==> src/rtl/mem_access_stage.sv <==
// mem_access_stage: RV32I memory-access stage: bus transaction, load formatting, fault detection.
//   in : clk, rst (async, active-high), inValid, memRead, memWrite, funct3, aluOut, storeData,
//        rdIn, regWriteIn, dmemAck, dmemRData
//   out: inReady, dmemReq, dmemWe, dmemAddr, dmemBe, dmemWData, outValid, result, rdOut,
//        regWriteOut, fault, faultCause
module mem_access_stage #(
    parameter int WORD_LEN       = 32,
    parameter int TIMEOUT_CYCLES = 255
) (
    input  logic                clk,
    input  logic                rst,
    input  logic                inValid,
    output logic                inReady,
    input  logic                memRead,
    input  logic                memWrite,
    input  logic [2:0]          funct3,
    input  logic [WORD_LEN-1:0] aluOut,
    input  logic [WORD_LEN-1:0] storeData,
    input  logic [4:0]          rdIn,
    input  logic                regWriteIn,
    output logic                dmemReq,
    output logic                dmemWe,
    output logic [WORD_LEN-1:0] dmemAddr,
    output logic [3:0]          dmemBe,
    output logic [WORD_LEN-1:0] dmemWData,
    input  logic                dmemAck,
    input  logic [WORD_LEN-1:0] dmemRData,
    output logic                outValid,
    output logic [WORD_LEN-1:0] result,
    output logic [4:0]          rdOut,
    output logic                regWriteOut,
    output logic                fault,
    output logic [1:0]          faultCause
);
    typedef enum logic {IDLE, BUS} state_t;
    state_t state;
    logic [1:0]          off_q;
    logic [2:0]          f3_q;
    logic [WORD_LEN-1:0] alu_q;
    logic [4:0]          rd_q;
    logic                rw_q, load_q;
    logic [31:0]         cnt;
    logic                accept, is_mem, word, half, illegal, misal, timeout;
    logic [3:0]          be_n;
    logic [WORD_LEN-1:0] wdata_n, sh, load_val;
    assign inReady = state == IDLE;
    assign accept  = inValid && inReady;
    assign is_mem  = memRead || memWrite;
    // funct3[1] selects a full word, funct3[0] alone a halfword, otherwise a byte
    assign word    = funct3[1];
    assign half    = !funct3[1] && funct3[0];
    assign illegal = (memRead && memWrite) ||
                     (memRead && (funct3 == 3'b011 || funct3 == 3'b110 || funct3 == 3'b111)) ||
                     (memWrite && funct3[2]);
    assign misal   = (half && aluOut[0]) || (word && aluOut[1:0] != 2'b00);
    assign be_n    = word ? 4'b1111 : half ? (4'b0011 << {aluOut[1], 1'b0}) : (4'b0001 << aluOut[1:0]);
    assign wdata_n = word ? storeData : half ? {2{storeData[15:0]}} : {4{storeData[7:0]}};
    assign sh      = dmemRData >> {off_q, 3'b000};
    always_comb begin
        load_val = sh;
        case (f3_q)
            3'b000:  load_val = {{24{sh[7]}}, sh[7:0]};
            3'b001:  load_val = {{16{sh[15]}}, sh[15:0]};
            3'b100:  load_val = {24'd0, sh[7:0]};
            3'b101:  load_val = {16'd0, sh[15:0]};
            default: load_val = sh;
        endcase
    end
    // the counter holds the number of completed BUS cycles, so the edge that would make it
    // reach TIMEOUT_CYCLES is the timeout edge
    assign timeout = (TIMEOUT_CYCLES != 0) && (cnt == 32'(TIMEOUT_CYCLES - 1));
    always_ff @(posedge clk or posedge rst) begin
        if (rst) begin
            state       <= IDLE;
            dmemReq     <= 1'b0;
            dmemWe      <= 1'b0;
            dmemAddr    <= '0;
            dmemBe      <= 4'b0000;
            dmemWData   <= '0;
            outValid    <= 1'b0;
            fault       <= 1'b0;
            faultCause  <= 2'b00;
            result      <= '0;
            rdOut       <= 5'd0;
            regWriteOut <= 1'b0;
            off_q       <= 2'b00;
            f3_q        <= 3'b000;
            alu_q       <= '0;
            rd_q        <= 5'd0;
            rw_q        <= 1'b0;
            load_q      <= 1'b0;
            cnt         <= 32'd0;
        end else begin
            outValid   <= 1'b0;
            fault      <= 1'b0;
            faultCause <= 2'b00;
            if (state == IDLE) begin
                if (accept) begin
                    if (!is_mem || illegal || misal) begin
                        outValid    <= 1'b1;
                        result      <= aluOut;
                        rdOut       <= rdIn;
                        regWriteOut <= !is_mem && regWriteIn;
                        fault       <= is_mem;
                        faultCause  <= !is_mem ? 2'b00 : illegal ? 2'b10 : 2'b01;
                    end else begin
                        state     <= BUS;
                        dmemReq   <= 1'b1;
                        dmemWe    <= memWrite;
                        dmemAddr  <= {aluOut[WORD_LEN-1:2], 2'b00};
                        dmemBe    <= be_n;
                        dmemWData <= memWrite ? wdata_n : '0;
                        off_q     <= aluOut[1:0];
                        f3_q      <= funct3;
                        alu_q     <= aluOut;
                        rd_q      <= rdIn;
                        rw_q      <= regWriteIn;
                        load_q    <= memRead;
                        cnt       <= 32'd0;
                    end
                end
            end else if (dmemAck || timeout) begin
                state       <= IDLE;
                dmemReq     <= 1'b0;
                dmemWe      <= 1'b0;
                outValid    <= 1'b1;
                rdOut       <= rd_q;
                result      <= (dmemAck && load_q) ? load_val : alu_q;
                regWriteOut <= dmemAck && load_q && rw_q;
                fault       <= !dmemAck;
                faultCause  <= dmemAck ? 2'b00 : 2'b11;
            end else begin
                cnt <= cnt + 32'd1;
            end
        end
    end
endmodule

==> config.mk <==
export PLATFORM = sky130hd
export DESIGN_NAME = mem_access_stage
export DESIGN_NICKNAME = d
export VERILOG_FILES = /design/src/rtl/mem_access_stage.sv
export SDC_FILE = /design/constraint.sdc
export NUM_CORES = 1
export LEC_CHECK = 0
export ABC_AREA = 1
export ABC_CLOCK_PERIOD_IN_PS = 5400
export CORE_ASPECT_RATIO = 0.75
export CORE_MARGIN = 5
export CORE_UTILIZATION = 30
export CTS_CLUSTER_DIAMETER = 60
export DETAILED_ROUTE_END_ITERATION = 10
export GPL_ROUTABILITY_DRIVEN = 0
export GPL_TIMING_DRIVEN = 0
export PLACE_DENSITY_LB_ADDON = 0.12
export REMOVE_ABC_BUFFERS = 1
export SKIP_CTS_REPAIR_TIMING = 1
export SLEW_MARGIN = 10
export SYNTH_ARGS = -nofsm -noshare
export SYNTH_HDL_FRONTEND = slang
export SYNTH_SLANG_ARGS = --single-unit
==> constraint.sdc <==
create_clock -name clk -period 5.4 [get_ports clk]
set_input_delay 1.08 -clock clk [delete_from_list [all_inputs] [get_ports clk]]
set_output_delay 1.08 -clock clk [all_outputs]
set_load 0.005 [all_outputs]
==> results of run 1 <==
## cells in the mapped netlist, drive strengths merged
library cell	n
nand2	526
dfrtp	155
nand3	130
o21ai	128
nor2	116
inv	79
buf	67
clkbuf	35
a21oi	32
xor2	12
o21bai	10
a31oi	8
o211ai	5
or2	5
and2	2
ha	2
nor3	2
xnor2	2
clkinv	1
conb	1
nand4	1
o21a	1
## per-layer routing
layer | track usage [%] | up-vias
li1 | - | 4451
met5 | 0 | -
met1 | 27.6 | 4127
met3 | 5.19 | 17
met4 | 3.83 | 0
met2 | 27.8 | 213
## cell families after synthesis
family,Yosys count,share of synthesized area (%)
adders and majority gates,2,0.277
AOI/OAI and AO/OA,184,10.7
buffers and inverters,182,9.72
xor gates and xnor gates,14,1.36
and+or+nand+nor,782,34.9
other,1,0.0415
DFF,155,42.9
## sequential cells by signal, summed over array words and instances, names as in the netlist
register,flops
cnt,32
dmemWData,32
result,32
alu_q,31
rdOut,5
rd_q,5
dmemBe,4
f3_q,3
faultCause,2
dmemReq,1
dmemWe,1
fault,1
load_q,1
off_q,1
outValid,1
regWriteOut,1
rw_q,1
state,1
## cell usage in the layout (no fill, tap or decap), types with 4 or more instances in the layout
master and instances:
clkdlybuf4s50_1 221, xor2_1 12, nor2_1 113, o21ai_1 8, nand2_2 6, o21bai_1 10, nand2_1 520, o211ai_1 5
clkbuf_16 17, o21ai_0 120, dfrtp_1 154, clkinv_4 4, a31oi_1 8, a21oi_1 32, inv_2 4, or2_2 5
nand3_1 127, inv_6 5, inv_1 73
## power breakdown
group	leakage, nW	internal [W]	total (W)	switching, W
clock	0.285	0.000674	0.00122	0.000548
sequential	1.99	0.00140	0.00158	0.000182
combinational	3.19	0.000630	0.00126	0.000633
## worst register-to-register path: stages (launching register included)
cell      delay (ns)
dfrtp_2         0.67
inv_4           0.44
buf_12          0.29
nand2_1         0.16
clkinv_1        0.13
nand3_4         0.60
inv_2           1.00
nand2_2         0.65
o21ai_0         0.38
## area by class of cell
| type | instances | area, µm² | area share (%) |
|---|---|---|---|
| Clock buffer | 20 | 457 | 3.84 |
| Clock inverter | 12 | 128 | 1.07 |
| Tap cell | 399 | 499 | 4.20 |
| Inverter | 80 | 310 | 2.61 |
| Multi-Input combinational cell | 984 | 4300 | 36.2 |
| Sequential cell | 155 | 3880 | 32.7 |
| Timing Repair Buffer | 225 | 2310 | 19.4 |
## per-stage QoR
stage	total power (W)	utilization (%)	hold WS (ns)
after floorplan	0.00209	-	0.449
after global placement	0.00286	37.3	0.458
after detailed placement	0.00288	37.7	0.463
after CTS	0.00413	39.7	0.483
after global routing	0.00434	39.7	0.499
final	0.00406	39.7	0.481
## path summary, 6_finish.rpt
| check | cells past startpoint | slack [ns] | to | start |
|---|---|---|---|---|
| max in group asynchronous | 3 | 3.47 | dmemWData[21] | rst |
| worst max-delay path | 8 | 0.52 | dmemWData[7] | funct3[1] |
| worst max register to register | 8 | 0.99 | dmemWData[7] | state |
| worst min-delay path | 2 | 0.48 | dmemReq | dmemReq |
| worst min register to register | 2 | 0.48 | dmemReq | dmemReq |
| min in group asynchronous | 2 | 1.12 | cnt[10] | rst |
==> results.yml, run 1 <==
placement:
  pre_cts_slack_ns: -0.118
  dp.cells: 1843
  place_hpwl_um: 21800
  placed_area_mm2: 0.0113
  port_buffers: 221
clock_tree:
  cts_tree: "built"
  cts_buffers: 17
  clkSlewWorstSetupHoldPaths_ns: 0.07
  insertion_delay_ns: 0.43
  cts_buffer_depth: 2
  cts-htree-levels: 4
  numClockSinks: 155
  root_buffer: "clkbuf_16"
yosys:
  syn_avg_cell_area_um2: 6.84
  synth_cell_types: 32
  ys_warn_count: 0
  synthesis.area_mm2: 0.00903
  yosys.area.top_type_share_pct: 42.9
  yosysTopAreaCell: "dfrtp_1"
  syn-instance-count: 1320
  synth_area_leaders: "dfrtp_1 (43%), nand2_1 (22%), nand3_1 (7.1%), o21ai_0 (6.6%), nor2_1 (4.7%)"
  ys_ff_latch: 155
  ys_seq_area_share_pct: 42.9
routing:
  met1_length_um: 15300
  drtIter0Drc: 577
  routed.top_layer: "met4"
  wl_met2_um: 13700
  vias: 8808
  via_per_inst: 4.70
  wl_um: 31500
  drc: 0
  avgRoutedWirePerCell_um: 16.8
  wl_met3_um: 2050
  ant_nets: 0
  firstDrtPassIters: 5
timing:
  hold_viol: 0
  setup_violations: 0
  period_share_pct: 90.4
  drv_slew: 0
  clock.fmax_mhz: 205
  tightest_slew_ns: 1.16
  rsz0062_at_grt: "false"
  setup_slack_ns: 0.519
  clock_skew_ns: 0.0121
  max-slew-margin-rel_pct: 22.3
  tns_ns: 0
  min_period_ns: 4.88
floorplan:
  start_util_pct: 30.2
  die_y_um: 160
  die_width_um: 210
  row_count: 55
  dieArea_mm2: 0.0337
  core-area_mm2: 0.0299
  pin_count: 224
worst_setup_path:
  crit_path_max_incr_delay_ns: 0.99
  worstPathArrival_ns: 5.20
  cp_num_buf_inv: 3
  crit_path_top_delay_cell: "inv_2"
  crit_type: "in2reg"
  crit_fanout: 65
  cp_top_family: "buffers and inverters"
  worstSetupEndpointType: "flip-flop"
  crit_path_start_kind: "primary input"
  critPathRequiredTime_ns: 5.72
  crit_chain: "clkdlybuf4s50_1 -> inv_2 -> o21ai_1 -> o21ai_1 -> nand3_4 -> inv_2 -> nand2_2 -> o21ai_0"
global_routing:
  gr-total-overflow: 0
  grt_max_degree: 82
  antenna_found_initial: 0
  grt_usage_pct: 18.8
  grt_pass1_wl_um: 51000
  grt_pass1_vias: 8718
power:
  p_leak_nw: 5.46
  ir_drop_v: 0.000216
  power.density_mw_per_mm2: 342
layout:
  drive_gt1_share_pct: 4.00
  diodes: 0
  fill_cells: 3201
  fin_cells: 1875
  post-route-cell-area_mm2: 0.0119
  nets: 1576
  areaGrowthSynthToFinish_pct: 31.5
hold_path:
  hold_path_class: "reg2reg"
outcome:
  status: "completed"
job:
  drv_cap: 0
No activity file was read; power rests on OpenSTA's default activity.
==> run 2, diff against run 1 <==
CAP_MARGIN = 20   (was unset)
RECOVER_POWER = 100   (was unset)
==> results.yml, run 2 (synthesis gave the netlist of run 1 again) <==
power:
  ir_drop_v: 0.000235
  clkPwrFrac_pct: 30.5
  switching_share_pct: 34.2
  pwr-share-comb_pct: 30.1
  power.density_mw_per_mm2: 335
  pwr-share-seq_pct: 39.3
  p_leak_nw: 5.63
  power.switching_w: 0.00136
  p_int_w: 0.00261
hold_path:
  hold_path_class: "reg2reg"
floorplan:
  dieArea_mm2: 0.0337
  die_width_um: 210
  core-area_mm2: 0.0299
  pin_count: 224
  die_y_um: 160
  row_count: 55
  start_util_pct: 30.2
layout:
  areaGrowthSynthToFinish_pct: 31.5
  top_regs: "cnt (32), dmemWData (32), result (32)"
  nets: 1578
  final_common_cell: "nand2_1"
  drive_gt1_share_pct: 3.86
  fin_cells: 1878
  post-route-cell-area_mm2: 0.0119
  final_cell_mix: "nand2_1 (522), dfrtp_1 (155), nand3_1 (127)"
timing:
  tightest_slew_ns: 3.16
  clock_skew_ns: 0.0126
  rsz0062_at_grt: "false"
  setup_violations: 0
  min_period_ns: 4.81
  hold_viol: 0
  period_share_pct: 89.1
  drv_slew: 115
  clock.fmax_mhz: 208
  max-slew-margin-rel_pct: -111
routing:
  drtIter0Drc: 598
  vias: 8775
  via_per_inst: 4.67
  drc: 0
  avgRoutedWirePerCell_um: 16.8
  wl_um: 31500
  ant_nets: 0
  firstDrtPassIters: 5
clock_tree:
  numClockSinks: 155
  root_buffer: "clkbuf_16"
  cts_tree: "built"
  clkSlewWorstSetupHoldPaths_ns: 0.07
  cts_buffers: 17
  cts_buffer_depth: 2
  cts-htree-levels: 4
  insertion_delay_ns: 0.44
placement:
  dp.cells: 1845
  place_hpwl_um: 21900
  port_buffers: 221
  placed_area_mm2: 0.0113
worst_setup_path:
  critPathRequiredTime_ns: 5.73
  crit_path_start_kind: "primary input"
  crit_type: "in2reg"
  crit_chain: "clkdlybuf4s50_1 -> inv_2 -> o21ai_1 -> o21ai_1 -> nand3_4 -> inv_2 -> nand2_2 -> o21ai_0"
  crit_path_max_incr_delay_ns: 0.97
  crit_path_top_delay_cell: "inv_2"
  crit_fanout: 65
  worstPathArrival_ns: 5.14
  worstSetupEndpointType: "flip-flop"
global_routing:
  grt_pass1_wl_um: 51400
  grt_usage_pct: 19.0
  grt_pass1_vias: 8723
  antenna_found_initial: 1
  gr-total-overflow: 0
  grt_max_degree: 82
outcome:
  status: "finished with violations"
  violations: "max-capacitance violations, max-slew violations"
job:
  drv_cap: 2
## run 2: worst paths after layout
kind                       startpoint      endpoint  slack (ns)  depth (start not counted)
setup / recovery            funct3[1]  dmemWData[7]        0.59                          8
hold / removal                dmemReq       dmemReq        0.48                          2
setup reg to reg                state  dmemWData[7]        1.16                          8
hold reg to reg               dmemReq       dmemReq        0.48                          2
max in group asynchronous         rst     alu_q[19]        1.36                          2
min in group asynchronous         rst       cnt[18]        2.25                          2
## run 2: area by class of cell
cell class,count,area [µm²]
multi-input cells,984,4290
clock buffers,19,443
fillers,3166,18100
repair buffers,227,2330
clock inverters,13,131
diodes,1,2.50
flip-flops and latches,155,3880
well taps,399,499
inverters,80,303
## run 2: critical path, delay by kind of cell
family,cells,cell delay (ns)
buffers and inverters,3,2.01
and+or+nand+nor,2,1.29
AOI/OAI and AO/OA,3,0.74
## run 2: through the flow
stage	setup TNS (ns)	hold WS [ns]	worst slack [ns]	util, %	total power [W]
CTS	0	0.483	0.387	39.8	0.00413
detailed placement	-0.850	0.463	-0.0951	37.9	0.00289
floorplan	-3.11	0.449	-0.0943	-	0.00209
finish	0	0.476	0.590	39.7	0.00398
global placement	-778.65	0.458	-4.16	37.3	0.00286
global route	0	0.494	0.116	39.7	0.00426
## run 2: metal layers
| metal | global-route usage [%] | part of all wire [%] | vias to the layer above |
|---|---|---|---|
| met5 | 0 | 0 | - |
| met3 | 5.04 | 6.4 | 21 |
| met2 | 28.4 | 43 | 203 |
| li1 | - | - | 4448 |
| met4 | 4.51 | 1.4 | 0 |
| met1 | 27.6 | 49 | 4103 |
## run 2: power by group through the flow
stage / registers [W] / clock network (W) / logic [W]
2_1_floorplan: 0.00158 / 0 / 0.000512
3_3_place_gp: 0.00159 / 0 / 0.00127
3_5_place_dp: 0.00159 / 0 / 0.00129
4_1_cts: 0.00158 / 0.00125 / 0.00130
5_1_grt: 0.00160 / 0.00131 / 0.00135
6_report: 0.00156 / 0.00121 / 0.00120
